===== config.mk =====
export PLATFORM = sky130hd
export DESIGN_NAME = dds_fm_sweep
export DESIGN_NICKNAME = d
export VERILOG_FILES = /design/src/rtl/dds_fm_sweep.sv
export SDC_FILE = /design/constraint.sdc
export NUM_CORES = 1
export LEC_CHECK = 0
export CAP_MARGIN = 20
export CORE_ASPECT_RATIO = 0.75
export CORE_MARGIN = 5
export CORE_UTILIZATION = 50
export CTS_CLUSTER_SIZE = 10
export DETAILED_ROUTE_END_ITERATION = 10
export GPL_ROUTABILITY_DRIVEN = 1
export PLACE_DENSITY = 0.75
export SKIP_CTS_REPAIR_TIMING = 1
export SYNTH_ARGS = -nofsm -noshare
export SYNTH_HDL_FRONTEND = slang
export SYNTH_SLANG_ARGS = --single-unit

===== constraint.sdc =====
create_clock -name clk -period 6 [get_ports clk]
set_input_delay 1.2 -clock clk [delete_from_list [all_inputs] [get_ports clk]]
set_output_delay 1.2 -clock clk [all_outputs]
set_load 0.005 [all_outputs]

===== src/rtl/dds_fm_sweep.sv =====
// Phase-accumulator NCO with registered frequency control, optional wrap-synchronous
// frequency load and a linear chirp engine.
module dds_fm_sweep #(
   parameter int unsigned PHASE_W   = 32,
   parameter int unsigned OUT_W     = 12,
   parameter int unsigned CNT_W     = 16,
   parameter bit          SYNC_LOAD = 1'b0
) (
   input  logic               clk,
   input  logic               rst,
   input  logic               en,
   input  logic [PHASE_W-1:0] faza_f0,
   input  logic               f0_ld,
   input  logic [PHASE_W-1:0] faza_m,
   input  logic [PHASE_W-1:0] sweep_step,
   input  logic [CNT_W-1:0]   sweep_len,
   input  logic               sweep_start,
   input  logic               sweep_stop,
   input  logic               ph_clr,
   output logic               fout,
   output logic [OUT_W-1:0]   phase,
   output logic               wrap,
   output logic               sweep_busy,
   output logic               sweep_done
);

   typedef enum logic {IDLE, SWEEP} state_t;

   state_t             state;
   logic [PHASE_W-1:0] accum;
   logic [PHASE_W-1:0] f_cur;
   logic [PHASE_W-1:0] shadow;
   logic               pending;
   logic [CNT_W-1:0]   cnt;
   logic [PHASE_W-1:0] inc;
   logic [PHASE_W:0]   sum;
   logic               carry;
   logic               wrap_load;

   assign inc   = f_cur + faza_m;
   assign sum   = {1'b0, accum} + {1'b0, inc};
   assign carry = sum[PHASE_W];
   // Only a real accumulator wrap may release a pending load; a cleared edge does not count.
   assign wrap_load = en & ~ph_clr & carry;

   always_ff @(posedge clk or negedge rst) begin
      if (!rst) begin
         accum <= '0;
         wrap  <= 1'b0;
      end else if (ph_clr) begin
         accum <= '0;
         wrap  <= 1'b0;
      end else if (en) begin
         accum <= sum[PHASE_W-1:0];
         wrap  <= carry;
      end else begin
         wrap  <= 1'b0;
      end
   end

   always_ff @(posedge clk or negedge rst) begin
      if (!rst) begin
         state      <= IDLE;
         f_cur      <= '0;
         shadow     <= '0;
         pending    <= 1'b0;
         cnt        <= '0;
         sweep_done <= 1'b0;
      end else begin
         sweep_done <= 1'b0;
         case (state)
            IDLE: begin
               if (sweep_start && !sweep_stop) begin
                  f_cur   <= faza_f0;
                  cnt     <= sweep_len;
                  pending <= 1'b0;
                  if (sweep_len == '0)
                     sweep_done <= 1'b1;
                  else
                     state <= SWEEP;
               end else if (SYNC_LOAD) begin
                  if (pending && wrap_load) begin
                     f_cur   <= shadow;
                     pending <= 1'b0;
                  end
                  if (f0_ld) begin
                     shadow  <= faza_f0;
                     pending <= 1'b1;
                  end
               end else if (f0_ld) begin
                  f_cur <= faza_f0;
               end
            end
            SWEEP: begin
               if (sweep_stop) begin
                  state <= IDLE;
               end else if (en) begin
                  f_cur <= f_cur + sweep_step;
                  cnt   <= cnt - CNT_W'(1);
                  if (cnt == CNT_W'(1)) begin
                     state      <= IDLE;
                     sweep_done <= 1'b1;
                  end
               end
            end
            default: state <= IDLE;
         endcase
      end
   end

   assign fout       = accum[PHASE_W-1];
   assign phase      = accum[PHASE_W-1 -: OUT_W];
   assign sweep_busy = (state == SWEEP);

endmodule

==> impl_metrics.csv <==
group,metric,value,unit
setup_path,r2r_cells,19,
route,drt_pre_antenna_iters,5,
final_layout,drive_gt1_frac,0.04444,
timing,min_period,5572,ps
power,pwr-share-comb,0.637,
power,p_leak,4.604,nW
yosys,syn_area_per_cell,8.112,µm²
min_path,hp-start,"f_cur[8]",
min_path,min_path_cells,2,
clocking,cts_htree_levels,3,
yosys,syn-cell-area,0.008574,mm²
yosys,synthArstFlopShare,1.000,
yosys,ys_ff_latch,83,
global_routing,grt.overflow.total,0,
place,gp_congestion,0.9403,
die,core_area,0.01683,mm²
final_layout,areaGrowthSynthToFinish,20.84,%
timing,drv_slew,0,
route,totalWireLength,24.36,mm
setup_path,required,6240,ps
clocking,clk_pin_slew_worst_paths,60,ps
yosys,synthCells,1057,
yosys,synthFlopType,"dfrtp_1",
global_routing,grt_max_degree,51,
setup_path,crit_slowest_cell,"o31ai_2",
setup_path,crit_path_start_kind,"input pin",
yosys,synthTopCellsByArea,"dfrtp_1 (24%), ha_1 (14%), a21oi_1 (6.9%)",
route,drtIter0Drc,692,
power,clkPwrFrac,0.151,
yosys,yosys_warnings,0,
min_path,holdCritPathClass,"reg2reg",
flow_run,drv_cap,0,
yosys,synth_edf_count,0,
route,dr_total_vias,8362,
power,sequentialPowerShare,0.212,
setup_path,reg2reg_from,"f_cur[0]",
die,start_util,0.5096,
timing,finalHoldViolCount,0,
global_routing,antenna_found_initial,3,
route,drcViolationCount,0,
route,viasPerCell,6.038,
clocking,cts_root_buf,"clkbuf_16",
global_routing,grt_pass1_wl,38.40,mm
setup_path,reg2reg_to,"accum[27]",
final_layout,insertedDiodeCount,0,
setup_path,endpoint_kind,"flop",
timing,max_slew_margin,0.4623,
setup_path,path_max_fanout,6,
global_routing,grt_usage,0.2380,
timing,timing.final.crit_share,0.9286,
yosys,synth_common_cells,"a21oi_1 (119), ha_1 (97), nor2_1 (90), o21ai_0 (87), dfrtp_1 (83)",
die,num_io_pins,135,
timing,worst_clock_skew,4.316,ps
die,die_w,161.2,µm
yosys,yosysTopAreaCell,"dfrtp_1",
yosys,synth-seq-area-share,0.2422,
clocking,cts_sinks,83,
setup_path,cp-startpoint,"faza_m[0]",
global_routing,grt_pass1_vias,7612,
setup_path,path_cells,"clkdlybuf4s50_1 > ha_1 > fa_1 > a21o_1 > a21oi_1 > o21ai_0 > a21oi_1 > o31ai_1 > a21oi_1 > xnor2_1 > ha_1 > nand2_1 > nor2_1 > o2111ai_1 > a21oi_1 > a2111oi_4 > o31ai_2 > a221oi_2 > and4b_1 > a211o_1",
power,power.switching,1.821,mW
setup_path,slowest_delay,440,ps
clocking,numCtsBuffers,9,
clocking,tritoncts,"built",
route,wl_per_cell,17.59,µm
clocking,clock_path_buffers,2,
setup_path,critical_path_class,"in2reg",
die,row_count,41,
yosys,yosysTopAreaCellShare,0.2422,
die,die_area,0.01989,mm²
place,port_buffers,134,
route,antenna_left,0,
setup_path,crit_top_cell,"a21oi_1",
yosys,synth.lib_cells_used.distinct,71,
die,fp.dieH,123.4,µm
place,dp_hpwl,18.67,mm
timing,tightest_slew,805.7,ps
power,swShare,0.4456,
outcome,status,"finished, final reports clean",
timing,rsz0062_at_grt,"false",
setup_path,arrival,5810,ps
final_layout,fin_nets,1384,
yosys,synth_nets,1276,
timing,fin_setup_tns,0,ps
power,irDropWorstVdd,0.0001956,V
final_layout,post-route-util,0.6158,
min_path,worstHoldEndpoint,"f_cur[8]",
setup_path,reg2reg_slack,1250,ps
timing,setup_viol_count_final,0,
clocking,clock_latency,350,ps
final_layout,nFillCells,1499,
power,powerDensity,394.3,mW/mm²
power,p_int,2.265,mW
yosys,yosysMostFrequentCell,"a21oi_1",
timing,max_freq,0.1795,GHz
-- state kept, by name (all words and copies together) (netlist names) --
register,flops
accum,32
sweep_busy,1
f_cur,32
cnt,16
sweep_done,1
wrap,1
-- area by class of cell --
type                       instances  area [µm²]  area share
inverter                          32       120.1     0.01159
sequential                        83        2078      0.2006
clock buffer                       9       225.2     0.02174
timing repair buffer             142        1399      0.1350
clock inverter                     7       92.59    0.008936
multi-input combinational        897        6177      0.5962
tap                              215       269.0     0.02596
-- metal layers --
layer,vias to the layer above,track usage,routed length [µm],share of wire
met5,-,0,46,0.0019
met4,6,0.06500,421,0.017
met3,32,0.05432,1738,0.071
met2,302,0.3662,10320,0.42
met1,3881,0.3386,11830,0.49
li1,4141,-,-,-
-- power groups by stage --
stage	logic, mW	registers (mW)	clock network, mW
3_5_place_dp	2.57	0.872	0
2_1_floorplan	2.04	0.823	0
6_report	2.60	0.866	0.615
3_3_place_gp	2.52	0.868	0
5_1_grt	2.91	0.882	0.648
4_1_cts	2.59	0.864	0.628
-- per-stage QoR --
step / cells / power (mW) / cell area (µm²) / hold slack, ps / setup slack [ps]
6_report: 1385 / 4.086 / 10360 / 526.6 / 428.2
5_1_grt: 1385 / 4.439 / 10360 / 552.5 / 120.4
4_1_cts: 1385 / 4.081 / 10360 / 527.0 / 544.6
3_5_place_dp: 1369 / 3.441 / 10040 / 511.9 / 201.2
3_3_place_gp: 1369 / 3.392 / 10040 / 504.6 / 324.3
2_1_floorplan: 1057 / 2.861 / 8574 / 478.4 / 999.0
-- kinds of logic (layout without fill, tap and decap cells) --
logic type,after synthesis,in the layout,share of synthesized area
and+or+nand+nor,338,338,0.1987
muxes,31,31,0.03633
adders and majority gates,100,100,0.1485
xor gates and xnor gates,69,69,0.07048
AOI/OAI and AO/OA,359,359,0.2647
buffers and inverters,77,190,0.03896
DFF,83,83,0.2422
-- placed cells by master (no fill, tap or decap), types with 6 or more instances in the layout --
master,n
o21ai_0,87
o211ai_1,10
nand3b_1,6
nor4_1,14
nand2b_1,15
a21o_1,35
inv_1,32
a21boi_0,6
nand4_1,9
o21bai_1,9
mux2i_1,30
nor3b_1,12
buf_4,9
a31o_2,7
xor2_1,29
nand2_1,74
a31oi_1,8
a211oi_1,10
and3_1,12
nor2b_1,14
o22ai_1,13
or3_1,10
clkdlybuf4s50_1,133
dfrtp_1,82
nor2_1,89
clkbuf_16,9
o21a_1,9
nand3_1,31
nor3_1,23
a21oi_1,118
ha_1,97
xnor2_1,40
and4_1,7
-- worst max-delay path by stage --
stage           endpoint  slack (ps)  cells past startpoint
2_1_floorplan  accum[27]        1000                     18
3_3_place_gp   accum[27]         320                     19
3_5_place_dp   accum[28]         200                     20
4_1_cts        accum[28]         540                     20
5_1_grt        accum[29]         120                     20
6_report       accum[27]         430                     20
-- worst max-delay path: cells and delay by family --
family,cells,cell delay [ps]
buf+inv,1,410
simple gates,3,470
fa+ha+maj,3,1000
xor+xnor,1,100
compound gates,12,2620
Note: power is estimated with default switching activity, not from simulation.
